$ cat config.mk
export PLATFORM = sky130hd
export DESIGN_NAME = dac_spi_monitor
export DESIGN_NICKNAME = d
export VERILOG_FILES = /design/src/rtl/dac_spi_monitor.sv
export SDC_FILE = /design/constraint.sdc
export NUM_CORES = 1
export LEC_CHECK = 0
export CAP_MARGIN = 30
export CORE_UTILIZATION = 48
export DETAILED_ROUTE_END_ITERATION = 7
export PLACE_DENSITY = 0.83
export SYNTH_ARGS = -nofsm -noshare
export SYNTH_HDL_FRONTEND = slang
export SYNTH_SLANG_ARGS = --single-unit
export TNS_END_PERCENT = 100
$ cat constraint.sdc
create_clock -name clk -period 1.7 [get_ports clk]
set_input_delay 0.255 -clock clk [delete_from_list [all_inputs] [get_ports clk]]
set_output_delay 0.255 -clock clk [all_outputs]
set_load 0.02 [all_outputs]
$ cat src/rtl/dac_spi_monitor.sv
// dac_spi_monitor: deframes 16-bit DAC write words, flags bad frames and shadows ldac-latched channel codes
module dac_spi_monitor #(
   parameter int FRAME_BITS     = 16,
   parameter int SYNC_STAGES    = 2,
   parameter int TIMEOUT_CYCLES = 4096
) (
   input  logic        clk,
   input  logic        rst,
   input  logic        spi_sclk,
   input  logic        spi_sync_n,
   input  logic        spi_din,
   input  logic        spi_ldac_n,
   output logic        word_valid,
   output logic [15:0] word_data,
   output logic        word_chan,
   output logic [2:0]  word_ctrl,
   output logic [9:0]  word_code,
   output logic        frame_err,
   output logic [7:0]  err_cnt,
   output logic [9:0]  dac_a_code,
   output logic [9:0]  dac_b_code,
   output logic        latch_pulse
);
   localparam int CW = $clog2(FRAME_BITS + 2);
   localparam int TW = $clog2(TIMEOUT_CYCLES);
   localparam logic [CW-1:0] CNT_FULL = CW'(FRAME_BITS);
   localparam logic [CW-1:0] CNT_MAX  = CW'(FRAME_BITS + 1);
   localparam logic [TW-1:0] TMO_LAST = TW'(TIMEOUT_CYCLES - 1);
   typedef enum logic [1:0] {IDLE, SHIFT, CHECK, ABORT} state_t;
   // bit order {ldac_n, din, sync_n, sclk}; zero reset so a pin held low at reset exit shows no fall
   logic [SYNC_STAGES-1:0][3:0] sync_q;
   logic [3:0] prev_q, cur;
   logic sclk_fall, sync_fall, sync_rise, ldac_fall;
   state_t state_q, state_d;
   logic [15:0] shreg_q, shreg_d, word_q, word_d;
   logic [CW-1:0] cnt_q, cnt_d;
   logic [TW-1:0] tmo_q, tmo_d;
   logic [9:0] shadow_a_q, shadow_a_d, shadow_b_q, shadow_b_d, dac_a_q, dac_a_d, dac_b_q, dac_b_d;
   logic [7:0] err_cnt_q, err_cnt_d;
   logic valid_q, valid_d, err_q, err_d, latch_q, latch_d;
   assign cur       = sync_q[SYNC_STAGES-1];
   assign sclk_fall = prev_q[0] & ~cur[0];
   assign sync_fall = prev_q[1] & ~cur[1];
   assign sync_rise = ~prev_q[1] & cur[1];
   assign ldac_fall = prev_q[3] & ~cur[3];
   always_comb begin
      state_d    = state_q;
      shreg_d    = shreg_q;
      cnt_d      = cnt_q;
      tmo_d      = tmo_q;
      word_d     = word_q;
      shadow_a_d = shadow_a_q;
      shadow_b_d = shadow_b_q;
      valid_d    = 1'b0;
      err_d      = 1'b0;
      case (state_q)
         IDLE: if (sync_fall) begin
            state_d = SHIFT;
            cnt_d   = '0;
            tmo_d   = '0;
         end
         SHIFT: begin
            if (sclk_fall) begin
               shreg_d = {shreg_q[14:0], cur[2]};
               cnt_d   = (cnt_q == CNT_MAX) ? cnt_q : cnt_q + 1'b1;
            end
            tmo_d = tmo_q + 1'b1;
            if (tmo_q == TMO_LAST) begin
               err_d   = 1'b1;
               state_d = ABORT;
            end else if (sync_rise) state_d = CHECK;
         end
         CHECK: begin
            state_d = IDLE;
            if (cnt_q == CNT_FULL) begin
               valid_d    = 1'b1;
               word_d     = shreg_q;
               shadow_a_d = shreg_q[15] ? shadow_a_q : shreg_q[11:2];
               shadow_b_d = shreg_q[15] ? shreg_q[11:2] : shadow_b_q;
            end else err_d = 1'b1;
         end
         default: state_d = cur[1] ? IDLE : ABORT;
      endcase
      err_cnt_d = (err_d && err_cnt_q != 8'hFF) ? err_cnt_q + 8'd1 : err_cnt_q;
      latch_d   = ldac_fall;
      dac_a_d   = ldac_fall ? shadow_a_d : dac_a_q;
      dac_b_d   = ldac_fall ? shadow_b_d : dac_b_q;
   end
   always_ff @(posedge clk) begin
      if (rst) begin
         sync_q     <= '0;
         prev_q     <= '0;
         state_q    <= IDLE;
         shreg_q    <= '0;
         cnt_q      <= '0;
         tmo_q      <= '0;
         word_q     <= '0;
         shadow_a_q <= '0;
         shadow_b_q <= '0;
         dac_a_q    <= '0;
         dac_b_q    <= '0;
         err_cnt_q  <= '0;
         valid_q    <= 1'b0;
         err_q      <= 1'b0;
         latch_q    <= 1'b0;
      end else begin
         sync_q     <= {sync_q[SYNC_STAGES-2:0], {spi_ldac_n, spi_din, spi_sync_n, spi_sclk}};
         prev_q     <= cur;
         state_q    <= state_d;
         shreg_q    <= shreg_d;
         cnt_q      <= cnt_d;
         tmo_q      <= tmo_d;
         word_q     <= word_d;
         shadow_a_q <= shadow_a_d;
         shadow_b_q <= shadow_b_d;
         dac_a_q    <= dac_a_d;
         dac_b_q    <= dac_b_d;
         err_cnt_q  <= err_cnt_d;
         valid_q    <= valid_d;
         err_q      <= err_d;
         latch_q    <= latch_d;
      end
   end
   assign word_valid  = valid_q;
   assign word_data   = word_q;
   assign word_chan   = word_q[15];
   assign word_ctrl   = word_q[14:12];
   assign word_code   = word_q[11:2];
   assign frame_err   = err_q;
   assign err_cnt     = err_cnt_q;
   assign dac_a_code  = dac_a_q;
   assign dac_b_code  = dac_b_q;
   assign latch_pulse = latch_q;
endmodule
Word level (Yosys, flattened, before mapping)
Cells that the tools add are included.
Cells by class
  add/subtract/negate cells: 3
  eq/ne operators: 10
  mux-type cells: 21
  bitwise gates (word level): 9
  reductions and logical operators: 9
Operators with widths (number)
  10-bit two-way mux: 6
  12-bit one-hot mux with 2 select lines: 1
  5-bit two-way mux: 3
  12-bit by 1-bit adder with 12-bit output, second input constant: 1
  12-bit == test, second input constant: 1
  12-bit two-way mux: 1
  5-bit == test, second input constant: 2
  5-bit one-hot mux with 2 select lines: 1
  8-bit by 1-bit adder with 8-bit output, second input constant: 1
  2-bit two-way mux: 4
  8-bit != test, second input constant: 1
  2-bit AND reduction: 4
  2-bit != test, second input constant: 3
  2-bit one-hot mux with 3 select lines: 1
  5-bit by 1-bit adder with 5-bit output, second input constant: 1
  1-bit NOT: 5
  1-bit AND: 4
  4-bit AND reduction: 1
  1-bit two-way mux: 3
  3-bit != test, second input constant: 1
  2-bit by 1-bit == test with 1-bit output, second input constant: 1
  2-bit == test, second input constant: 1
  2-bit zero test: 1
  1-bit one-hot mux with 2 select lines: 1
  3 further kinds: 3
Storage, ports and cells
  register bits: 114
  bits of input ports: 6
  output and inout port bits: 61

Longest topological paths before layout
  word-level depth: 5
  depth in mapped cells: 8

Least setup slack after synthesis
OpenSTA, ideal clock, no wires.
  path kind: reg2reg
  start point: register tmo_q[0]
  end point: register err_cnt_q[3], in the netlist err_cnt[3]
  library setup time: 59 ps
  data arrival time: 1723 ps
  required time: 1641 ps
  path slack: -82 ps
  cell stages (with the launch flop): 7
  path buffers: 0
  clock period less this slack: 1782 ps
  path through: dfxtp_1 > ha_1 > nand4_1 > nor4_4 > o21ai_2 > or4_1 > nand2_1
On the way
  longest elaborated chain between the ends: 4
RTL lines
  from (decl): RTL line 37  | logic [TW-1:0] tmo_q, tmo_d;
  from (signal assigned): RTL line 112  | tmo_q <= tmo_d;
  12-bit == test: RTL line 68  | if (tmo_q == TMO_LAST) begin
  1-bit two-way mux: RTL line 68
  1-bit one-hot mux with 2 select lines: RTL line 56  | case (state_q)
  1-bit logical AND: RTL line 84  | err_cnt_d = (err_d && err_cnt_q != 8'hFF) ? err_cnt_q + 8'd1 : err_cnt_q;
  to (signal assigned): RTL line 118  | err_cnt_q <= err_cnt_d;
  to (decl): RTL line 39  | logic [7:0] err_cnt_q, err_cnt_d;
No other way between the ends.
A chain may end at the register's enable or synchronous reset.

Final worst setup path
  start point: register state_q[1]
  end point: register err_cnt_q[3], in the netlist err_cnt[3]
On the way
  longest elaborated chain between the ends: 3
RTL lines
  from (decl): RTL line 34  | state_t state_q, state_d;
  from (signal assigned): RTL line 109  | state_q <= state_d;
  2-bit == test / 2-bit by 1-bit == test with 1-bit output (equally long branches): RTL line 56
  1-bit one-hot mux with 2 select lines (*): RTL line 56
  1-bit logical AND (*): RTL line 84
Every way passes the cells marked *; elsewhere a longest branch is shown, timed or not.

==> results.md <==
- Via density: 5.34
- Least-Margin Pin Slew: 430 ps
- Clk pin slew, worst setup/hold paths: 60 ps
- Syn_nets: 505
- Die X: 97.5 um
- NumNets Final: 576
- Final Hold Fails: 0
- Yosys reg bits: 113
- Via count: 3644
- Outcome: complete, but fails checks
- Hold Crit Class: in2reg
- Fmax: 582 MHz
- Peak supply drop: 0.000767 V
- Internal power: 5.17 mW
- Arr. time, crit path: 2180 ps
- Mux share of post-synthesis cell area: 4.80%
- Worst Setup Start Kind: register
- Post-synthesis adder-cell area fraction: 2.57%
- Critical path class: reg2reg
- Post-synthesis compound-gate area fraction: 10.9%
- Clock insertion delay at the later pin of the skew report: 520 ps
- Total core area: 8760 um^2
- Area Growth Syn to Fin: 35.8%
- Area share of and/or/nand/nor cells after synthesis: 21.8%
- Layout cell share with drive strength beyond 1: 19.0%
- Final min period: 1720 ps
- Iteration-0 DRC Markers: 191
- Fillers: 639
- MaxCap Viol Count: 0
- Yosys cell types: 38
- Vias in the first global route: 3420
- Ports: 67
- Post-Synth XOR/XNOR Area: 3.00%
- Die Y: 97.5 um
- DP HPWL: 5970 um
- Final Max Slew Viols: 0
- Gate power share: 6.7%
- Power density cells: 1140 nW/um^2
- Worst setup margin: -17.7 ps
- # rows: 34
- Post-synthesis sequential area ratio: 51.7%
- Port buffer count: 66
- Largest net degree at the start of global routing: 86
- Crit Path Max Fanout: 5
- Starting density of the core: 49.9%
- Gr ovfl total: 0
- First-pass GRT wire length: 16100 um
- Routed Antenna Nets: 0
- H-tree Lvls: 4
- Main combinational cell family by area after synthesis: simple AND/OR/NAND/NOR gates
- Slew HR: 71.3%
- GRT Resource Usage Total: 21.5%
- Total power: 6.76 mW
- Wire length per cell: 15.0 um
- CTS tree: yes
- CP Capture Type: register
- Yosys warns: 0
- Global placement routability congestion: 0.830
- Initial antenna violation count: 0
- # setup viols final: 4
- Sw frac: 23.5%
- Final Cycle Share: 101%
- # diodes: 0
- Sw power: 1.59 mW
- TritonCTS Buffers: 17
- Commonest non-fill, non-tap cells in the layout: dfxtp_1 (109), nand2_1 (81), nor2_1 (65)
- Clock root buffer: clkbuf_8
- Post-route DRC: 0
- Syn Area/Cell: 8.93 um^2
- Commonest non-fill, non-tap cell in the layout: dfxtp_1
- Fin Hold WS: 120 ps
- Sequential Power Share: 40.2%
- Post-Syn Area: 4380 um^2
- RSZ-0062 raised after global routing: yes
- Worst Path Required: 2160 ps
- Failing checks: negative setup slack
- Clk sink count: 113
- Clk pwr share: 53.1%
- DIE AREA: 9500 um^2
- P_leak: 2.52 nW
- Synth Instances: 490
- Drt first pass iters: 4
- Clk_skew: 7.32 ps
- CTS Buffer Depth: 2
- WL final: 10200 um
[stage by stage]
step           setup TNS, ps  instance area, um^2  setup slack [ps]  instances  util (%)
2_1_floorplan          -34.6                 4400             -34.6        490         -
5_1_grt                 -689                 5940             -91.5        682      67.8
3_5_place_dp           -51.0                 5200             -33.0        648      59.3
3_3_place_gp               0                 5200              15.3        648      59.3
6_report               -39.1                 5940             -17.7        682      67.8
4_1_cts                    0                 5770              6.19        680      65.8
[worst paths after layout]
kind,start,end,slack (ps),cells past startpoint
min,rst,err_cnt[0],120,2
min reg2reg,sync_q[1],cur[1],440,1
max reg2reg,state_q[1],err_cnt[3],-20,7
max,state_q[1],err_cnt[3],-20,7
[area by class of cell]
cell class	instances	area [um^2]	area share (%)
Clock inverter	14	178	2.99
Multi-Input combinational cell	332	2090	35.1
Inverter	5	21.3	0.358
Tap cell	108	135	2.27
Clock buffer	18	428	7.20
Sequential cell	113	2270	38.2
Timing Repair Buffer	92	823	13.9
[power groups by stage]
stage               Combinational (mW)  Clock [mW]  Sequential, mW
floorplan                        0.255           0            2.79
global placement                 0.389           0            2.77
detailed placement               0.402           0            2.78
CTS                              0.406        3.62            2.72
global route                     0.488        3.75            2.72
finish                           0.450        3.59            2.72
[sequential cells by signal, summed over array words and instances, names as in the netlist]
name	cells
sync_q	4
dac_a_code	10
frame_err	1
dac_b_code	10
latch_pulse	1
cur	4
err_cnt	8
word_valid	1
shreg_q	16
state_q	2
shadow_b_q	10
word_data	16
tmo_q	12
cnt_q	5
prev_q	3
shadow_a_q	10
[cell families after synthesis]
kind of cell,after synthesis
buffers and inverters,45
AO/OA/AOI/OAI,79
adder cells (fa/ha/maj),9
multiplexers,21
flip-flops,113
XOR/XNOR,15
AND/OR/NAND/NOR,208
[cell usage after synthesis]
cell | instances | area share (%)
dfxtp_1 | 113 | 52
nand2_1 | 83 | 7.1
nor2_1 | 66 | 5.7
a21oi_1 | 43 | 4.9
clkbuf_1 | 24 | 2.1
a211oi_1 | 23 | 3.9
mux2i_1 | 21 | 4.8
buf_4 | 16 | 2.7
xor2_1 | 14 | 2.8
nor2b_1 | 13 | 1.9
nand3_1 | 10 | 1.1
ha_1 | 9 | 2.6
nand4_1 | 7 | 1.0
and3_1 | 5 | 0.71
inv_1 | 5 | 0.43
o21ai_0 | 5 | 0.57
nand2b_1 | 4 | 0.57
nor3_1 | 4 | 0.46
a211o_1 | 2 | 0.40
and4_1 | 2 | 0.40
nand3b_1 | 2 | 0.34
or2_2 | 2 | 0.29
or3_1 | 2 | 0.29
a311oi_1 | 1 | 0.20
a31oi_1 | 1 | 0.14
a32oi_1 | 1 | 0.20
and2_1 | 1 | 0.14
and2b_2 | 1 | 0.20
and4_2 | 1 | 0.23
nand4_2 | 1 | 0.29
nor3b_1 | 1 | 0.17
nor4_4 | 1 | 0.49
nor4bb_1 | 1 | 0.23
o211ai_1 | 1 | 0.17
o21ai_2 | 1 | 0.20
o21bai_1 | 1 | 0.17
or4_1 | 1 | 0.17
xnor2_1 | 1 | 0.20
[critical path, cell delays in order, from the launching register on]
cell and delay, ps:
dfxtp_4 370, inv_4 40, ha_4 260, nand2_2 60, nor4_4 270, o21ai_2 150
or4_1 430, nand2_1 70
[timing repair]
action | in CTS | in global routing
hold buffers | 0 | 0
endpoints found under the setup margin | 70 | 36
setup buffers | 0 | 2
resized for setup | 71 | 35
pin swaps | 5 | 7
[metal layers]
layer	vias up	wire length, um	GRT usage [%]
met4	0	193	6.90
met2	140	5040	34.7
met5	-	0	0
met1	1698	4380	26.6
li1	1785	-	-
met3	21	630	8.06
(Power assumes the default switching activity.)
